### src/rtl/add_mp_stream_pkg.sv
// Shared types and default sizing for the multi-precision stream adder.
package add_mp_pkg;

  localparam int W_DEF         = 32;
  localparam int MAX_WORDS_DEF = 8;

  typedef enum logic {
    IDLE = 1'b0,
    BUSY = 1'b1
  } state_e;

endpackage

### src/rtl/add_mp_stream_slice.sv
// Combinational W-bit adder slice; one instance is chained word by word by add_mp_stream.
module add_slice_comb
  import add_mp_pkg::*;
#(
  parameter int W = W_DEF
) (
  input  logic [W-1:0] a,
  input  logic [W-1:0] b,
  input  logic         cin,
  output logic [W-1:0] s,
  output logic         cout
);

  assign {cout, s} = {1'b0, a} + {1'b0, b} + {{W{1'b0}}, cin};

endmodule

### src/rtl/add_mp_stream.sv
// Multi-precision stream adder: LSW-first word streams, registered sum output.
// Optional subtract mode (A-B) is enabled by defining ADD_MP_STREAM_SUB_EN.
//
// state | meaning
// IDLE  | next accepted word is the LSW of a new operand (slice carry-in = cin)
// BUSY  | mid-operand (slice carry-in = carry from previous word)
module add_mp_stream
  import add_mp_pkg::*;
#(
  parameter int W         = W_DEF,
  parameter int MAX_WORDS = MAX_WORDS_DEF,
  parameter int CW        = (MAX_WORDS > 1) ? $clog2(MAX_WORDS) : 1
) (
  input  logic          clk,
  input  logic          rst,
  input  logic          cin,
`ifdef ADD_MP_STREAM_SUB_EN
  input  logic          in_sub,
`endif
  input  logic          in_valid,
  output logic          in_ready,
  input  logic [W-1:0]  in_a,
  input  logic [W-1:0]  in_b,
  input  logic          in_last,
  output logic          out_valid,
  input  logic          out_ready,
  output logic [W-1:0]  out_s,
  output logic [CW-1:0] out_idx,
  output logic          out_last,
  output logic          out_cout,
  output logic          out_err
);

  localparam logic [CW-1:0] LAST_IDX = CW'(MAX_WORDS - 1);

  state_e        r_state;
  logic [CW-1:0] r_cnt;
  logic          r_carry;
  logic          r_out_valid;
  logic [W-1:0]  r_out_s;
  logic [CW-1:0] r_out_idx;
  logic          r_out_last;
  logic          r_out_cout;
  logic          r_out_err;

  logic          w_accept;
  logic          w_term;
  logic          w_slice_cin;
  logic [W-1:0]  w_b;
  logic [W-1:0]  w_s;
  logic          w_cout;

  assign in_ready = !r_out_valid || out_ready;
  assign w_accept = in_valid && in_ready;
  // Word count limit forces the operand to close even without in_last.
  assign w_term   = in_last || (r_cnt == LAST_IDX);

`ifdef ADD_MP_STREAM_SUB_EN
  logic r_sub;
  logic w_sub;

  // Subtract mode is latched from the LSW and held for the rest of the operand.
  assign w_sub       = (r_state == IDLE) ? in_sub : r_sub;
  assign w_b         = w_sub ? ~in_b : in_b;
  assign w_slice_cin = (r_state == IDLE) ? (in_sub ? 1'b1 : cin) : r_carry;

  always_ff @(posedge clk) begin
    if (rst) begin
      r_sub <= 1'b0;
    end else if (w_accept && (r_state == IDLE)) begin
      r_sub <= in_sub;
    end
  end
`else
  assign w_b         = in_b;
  assign w_slice_cin = (r_state == IDLE) ? cin : r_carry;
`endif

  add_slice_comb #(
    .W (W)
  ) u_slice (
    .a    (in_a),
    .b    (w_b),
    .cin  (w_slice_cin),
    .s    (w_s),
    .cout (w_cout)
  );

  always_ff @(posedge clk) begin
    if (rst) begin
      r_state <= IDLE;
      r_cnt   <= '0;
      r_carry <= 1'b0;
    end else if (w_accept) begin
      r_carry <= w_cout;
      if (w_term) begin
        r_state <= IDLE;
        r_cnt   <= '0;
      end else begin
        r_state <= BUSY;
        r_cnt   <= r_cnt + CW'(1);
      end
    end
  end

  // Single output register; a new accept replaces it in the same edge it drains.
  always_ff @(posedge clk) begin
    if (rst) begin
      r_out_valid <= 1'b0;
      r_out_s     <= '0;
      r_out_idx   <= '0;
      r_out_last  <= 1'b0;
      r_out_cout  <= 1'b0;
      r_out_err   <= 1'b0;
    end else if (w_accept) begin
      r_out_valid <= 1'b1;
      r_out_s     <= w_s;
      r_out_idx   <= r_cnt;
      r_out_last  <= w_term;
      r_out_cout  <= w_term && w_cout;
      r_out_err   <= w_term && !in_last;
    end else if (out_ready) begin
      r_out_valid <= 1'b0;
    end
  end

  assign out_valid = r_out_valid;
  assign out_s     = r_out_s;
  assign out_idx   = r_out_idx;
  assign out_last  = r_out_last;
  assign out_cout  = r_out_cout;
  assign out_err   = r_out_err;

endmodule

### config.mk
export PLATFORM = sky130hd
export DESIGN_NAME = add_mp_stream
export DESIGN_NICKNAME = d
export VERILOG_FILES = /design/src/rtl/add_mp_stream_pkg.sv /design/src/rtl/add_mp_stream_slice.sv /design/src/rtl/add_mp_stream.sv
export SDC_FILE = /design/constraint.sdc
export NUM_CORES = 1
export LEC_CHECK = 0
export CAP_MARGIN = 20
export CORE_MARGIN = 1
export CORE_UTILIZATION = 42
export CTS_CLUSTER_SIZE = 16
export DETAILED_ROUTE_END_ITERATION = 16
export PLACE_DENSITY = 0.77
export SLEW_MARGIN = 20
export SYNTH_ARGS = -nofsm -noshare
export SYNTH_HDL_FRONTEND = slang
export SYNTH_SLANG_ARGS = --single-unit
### constraint.sdc
create_clock -name clk -period 3.6 [get_ports clk]
set_input_delay 0.54 -clock clk [delete_from_list [all_inputs] [get_ports clk]]
set_output_delay 0.54 -clock clk [all_outputs]
set_load 0.02 [all_outputs]
# Yosys cells after proc, flatten, opt, wreduce, memory -nomap -nowiden
# Index checks and enable logic that the tools add are counted.
word_totals:
  ff_bits: 44
  output_inout_bits: 40
op_classes:
  n_eq_ne: 1
  n_reduce_logical: 8
  n_mux: 5
  n_addsub: 3
op_table:
  columns: ["op", "count"]
  rows:
  - ["32-bit by 32-bit adder with 33-bit output", 1]
  - ["33-bit by 1-bit adder with 33-bit output", 1]
  - ["1-bit 2-to-1 mux", 4]
  - ["3-bit by 1-bit adder with 3-bit output (second input constant)", 1]
  - ["3-bit == test (second input constant)", 1]
  - ["1-bit logical AND", 3]
  - ["3-bit 2-to-1 mux", 1]
  - ["1-bit logical NOT", 2]
  - ["1-bit logical OR", 2]
  - ["2-bit nonzero test", 1]

# Depth between registers and ports, before layout
# Gate-level depths: netlist (run 1).
depth:
  ltp_word: 4
  mapped_depth: 11
  mapped_depth_nobuf: 11

# By module
# From an unflattened synthesis (run 1), not the netlist that was laid out.
hier_totals:
  hier_cells: 444
  hier_area_um2: 3477.1
by_module_without_submodules:
  columns: ["mod", "area_each_um2", "instances", "cells_each", "seq_area_each_um2"]
  rows:
  - ["add_slice_comb", 1739.2, 1, 245, 0.0]
  - ["add_mp_stream", 1737.9, 1, 199, 880.8]

# Least setup slack after synthesis (run 1)
# OpenSTA, ideal clock, no wires.
synth_path:
  kind: "input to register"
  startpoint: "in cin"
  endpoint: "reg r_out_s[20], in the netlist out_s[20]"
  setup_ns: 0.127
  path_buffers: 0
  t_arrival_ns: 3.294
  stages: 11
  path_slack_ns: 0.179
  cell_sequence: "mux2_2 -> fa_1 -> fa_1 -> a21o_1 -> a221oi_2 -> o41a_2 -> a21oi_2 -> or3_1 -> and3_1 -> o21ai_1 -> or3b_1"
synth_via:
  elab_chain_len: 2
synth_rtl:
  columns: ["element", "line_no", "text"]
  rows:
  - ["from (decl)", "add_mp_stream.sv:16", "input logic cin,"]
  - ["1-bit 2-to-1 mux", "add_mp_stream.sv:76", "assign w_slice_cin = (r_state == IDLE) ? cin : r_carry;"]
  - ["33-bit by 1-bit adder with 33-bit output", "add_mp_stream_slice.sv:14", "assign {cout, s} = {1'b0, a} + {1'b0, b} + {{W{1'b0}}, cin};"]
  - ["to (signal assigned)", "add_mp_stream.sv:117", "r_out_s <= w_s;"]
  - ["to (decl)", "add_mp_stream.sv:40", "logic [W-1:0] r_out_s;"]
# No other way between the ends.
# A chain may end at the register's enable or synchronous reset.

# Final worst setup path (run 1)
layout_path:
  startpoint: "in in_a[0]"
  endpoint: "reg r_out_s[20], in the netlist out_s[20]"
layout_via:
  elab_chain_len: 2
layout_rtl:
  columns: ["element", "line_no", "text"]
  rows:
  - ["from (decl)", "add_mp_stream.sv:22", "input logic [W-1:0] in_a,"]
  - ["32-bit by 32-bit adder with 33-bit output", "add_mp_stream_slice.sv:14", null]
  - ["33-bit by 1-bit adder with 33-bit output", "add_mp_stream_slice.sv:14", null]
# No other way between the ends.

==> results of run 1 <==
## timing repair
item	in CTS	in global routing
resized for setup	1	8
pin swaps	1	9
cloned	0	0
setup buffers	0	1
endpoints found under the setup margin	5	6
## Yosys cell counts (2+ instances only)
cell      number  share of area, %
nand2_1       63               7.2
a21oi_1       50               7.6
dfxtp_1       44                27
ha_1          33                13
nor2_1        27               3.1
o21ai_0       21               3.2
clkbuf_1      17               1.9
nand3_1       15               2.3
a21o_1        14               3.2
xnor2_1        9               2.4
and3_1         8               1.5
nor3_1         8               1.2
or3_1          8               1.5
a211oi_1       6               1.4
a31oi_1        6               1.1
inv_1          6              0.69
nand3b_1       6               1.4
nor2b_1        6               1.1
o21a_1         6               1.4
xor2_1         6               1.6
nand4_1        5              0.96
nand2b_1       4              0.76
o211ai_1       4              0.92
and2_1         3              0.57
mux2i_1        3              0.92
nor3b_1        3              0.69
nor4b_1        3              0.80
a211o_1        2              0.54
fa_1           2               1.2
o21ai_1        2              0.31
o31a_1         2              0.54
o41ai_1        2              0.54
## power groups by stage
stage | sequential (W) | clock [W] | combinational (W)
finish | 0.000553 | 0.000409 | 0.000626
detailed placement | 0.000564 | 0 | 0.000607
global placement | 0.000564 | 0 | 0.000598
floorplan | 0.000608 | 0 | 0.000316
CTS | 0.000553 | 0.000417 | 0.000614
global route | 0.000559 | 0.000438 | 0.000678
## metal layers
layer,up-vias,share of wire [%],track usage [%]
li1,1761,-,-
met5,-,0,0
met1,1597,44,28.8
met4,0,1.2,7.80
met3,10,6.8,4.63
met2,135,48,38.5
## layout by cell type (no fill, tap or decap), drive strengths merged, types with 7 or more instances in the layout
cell | Yosys | routed
o21ai | 23 | 23
nand3 | 15 | 15
nand2 | 63 | 63
dfxtp | 44 | 44
clkdlybuf4s50 | 0 | 107
or3 | 9 | 9
a211oi | 7 | 7
buf | 0 | 13
and3 | 9 | 9
ha | 33 | 33
inv | 6 | 7
nor2 | 27 | 27
a31oi | 7 | 7
a21oi | 51 | 51
a21o | 15 | 15
nor3 | 8 | 8
xnor2 | 9 | 9
## per-stage QoR
step                      power (W)  util (%)  cell area, um^2
after floorplan            0.000924         -             3270
after global placement      0.00116      60.8             4500
after detailed placement    0.00117      60.8             4500
after CTS                   0.00158      62.5             4630
after global routing        0.00167      63.1             4670
final                       0.00159      63.1             4670
## layout make-up
cell class / count / area, um^2 / area share, %
Inverter: 7 / 26.3 / 0.562
Clock inverter: 3 / 46.3 / 0.990
Sequential cell: 44 / 881 / 18.8
Clock buffer: 5 / 68.8 / 1.47
Tap cell: 99 / 124 / 2.65
Timing Repair Buffer: 121 / 1180 / 25.2
Multi-Input combinational cell: 353 / 2350 / 50.3
## state kept, by name (all words and copies together) (netlist names)
signal	count
out_s	32
out_idx	3
r_cnt	3
out_cout	1
out_err	1
out_last	1
out_valid	1
r_carry	1
r_state	1
## cells by family after synthesis
kind of cell	count (synthesis)
flip-flops	44
AO/OA/AOI/OAI	132
XOR/XNOR	15
multiplexers	4
adder cells (fa/ha/maj)	35
buffers and inverters	24
AND/OR/NAND/NOR	167
## worst min-delay path by stage
| stage | endpoint | slack [ps] | cells past startpoint |
|---|---|---|---|
| after global routing | out_s[4] | 480 | 2 |
| after CTS | out_s[5] | 460 | 2 |
| after global placement | out_s[6] | 440 | 2 |
| after detailed placement | out_s[13] | 450 | 2 |
| after floorplan | r_cnt[1] | 450 | 2 |
| final | out_s[5] | 460 | 2 |
## worst reg2reg max path: cells and delay by family (launching register included)
family | cells | cell delay (ps)
and+or+nand+nor | 3 | 910
AOI/OAI and AO/OA | 5 | 930
muxes | 1 | 320
DFF | 1 | 370
adders and majority gates | 2 | 770
==> flow_summary.json, run 1 <==
{
  "area_growth_pct": 42.8,
  "drt_first_pass_iters": 4,
  "path_class": "input port to register",
  "ant_nets": 0,
  "synthAdderAreaFrac_pct": 13.8,
  "max_freq_ghz": 0.290,
  "antenna_found_initial": 0,
  "switchingPower_w": 0.000545,
  "max_stage_delay_ps": 440,
  "ioPinCount": 110,
  "fill_cells": 666,
  "synth_cells": 421,
  "synthArstFlopShare_pct": 0,
  "leakage_nw": 1.89,
  "tns_ps": 0,
  "path_cells": "clkdlybuf4s50_1 -> fa_2 -> fa_2 -> a21o_1 -> a221oi_4 -> o41a_4 -> a21oi_4 -> or3_4 -> and3_4 -> o21ai_1 -> or3b_1",
  "start_util_pct": 44.2,
  "internal_power_w": 0.00104,
  "endpoint": "out_s[20]",
  "fin_worst_skew_ps": 6.25,
  "status": "finished, final reports clean",
  "dp_slack_ps": -414,
  "ys_seq_area_share_pct": 26.9,
  "setup_viol": 0,
  "post-route-min-period_ps": 3440,
  "crit_required_ps": 3790,
  "core_mm2": 0.00741,
  "grt_usage_pct": 22.8,
  "die_h_um": 90.3,
  "final-hold-violation-count": 0,
  "synthSimpleGateAreaFrac_pct": 25.1,
  "maxSlewHeadroom_pct": 48.7,
  "synthesis.nets": 526,
  "path_common_cell": "fa_2",
  "clock_path_buffers": 2,
  "drive_above_1_share_pct": 6.75,
  "synth-compound-area-share_pct": 26.2,
  "rr_worst_depth": 11,
  "r2r_start": "r_state",
  "yosysWarnings": 0,
  "max_cap_viol_count": 0,
  "clk_pin_slew_ps": 90,
  "whs_ps": 455,
  "route.vias.total": 3503,
  "grt_max_degree": 45,
  "synth_edf_count": 0,
  "antenna_cells": 0,
  "min_from": "out_s[5]",
  "startpoint": "in_a[0]",
  "seqPwrFrac_pct": 34.8,
  "synth_top_family_by_area": "compound AO/OA/AOI/OAI gates",
  "r2r_end": "out_s[20]",
  "wirelength_mm": 9.35,
  "root_buffer": "clkbuf_8",
  "dpl.cell_count": 623,
  "num-nets-final": 637,
  "die-area_mm2": 0.00815,
  "synth-seq-cells": 44,
  "first_iter_violations": 142,
  "numCtsBuffers": 5,
  "cp-end-kind": "register",
  "crit_family": "compound AO/OA/AOI/OAI gates",
  "synth_flop_cell": "dfxtp_1",
  "viasPerCell": 5.54,
  "ys_types": 59,
  "pwr-share-comb_pct": 39.4,
  "critPathArrivalTime_ps": 3640,
  "cp_max_fo": 3,
  "core.rowCount": 31,
  "syn_avg_cell_area_um2": 7.78,
  "power_frac_clock_pct": 25.8,
  "place.gp.congestion": 0.992,
  "finalMaxSlewViolations": 0,
  "cts.sinks": 44,
  "die_x_um": 90.3,
  "cp.depth": 11,
  "h-tree-depth": 2,
  "gr-total-overflow": 0,
  "wire_per_inst_um": 14.8,
  "cts_tree": "done",
  "worstPathBufferInverterCount": 1,
  "hold_buffers": 0,
  "synth.area.mux_share_pct": 1.26,
  "min-delay-path-class": "register to register",
  "drc_errors": 0,
  "clk-insertion-delay-late_ps": 310,
  "finalCritPeriodShare_pct": 95.6,
  "irDropWorstVdd_mv": 0.162,
  "cp-start-kind": "input port",
  "setup_ws_ps": 158,
  "grt_pass1_vias": 3415,
  "p_per_area_mw_per_mm2": 340,
  "synth-xor-area-share_pct": 4.01,
  "tightestPinTransition_ps": 767,
  "r2r_slack_ps": 190,
  "grt_pass1_wl_mm": 15.4,
  "switching_share_pct": 34.3,
  "slowest_stage": "clkdlybuf4s50_1",
  "rsz0062_at_grt": "false",
  "instances_no_fill": 632,
  "synth_area_mm2": 0.00327,
  "portBuffers": 109,
  "dp_hpwl_mm": 6.98
}
(Power assumes the default switching activity.)
==> run 2, diff against run 1 <==
--- a/config.mk
+++ b/config.mk
@@ -11,6 +11,7 @@
 export CTS_CLUSTER_SIZE = 16
 export DETAILED_ROUTE_END_ITERATION = 16
 export PLACE_DENSITY = 0.77
+export SKIP_LAST_GASP = 1
 export SLEW_MARGIN = 20
 export SYNTH_ARGS = -nofsm -noshare
 export SYNTH_HDL_FRONTEND = slang
==> results of run 2 <==
No change in the layout: final DEF, timing and power equal those of run 1.
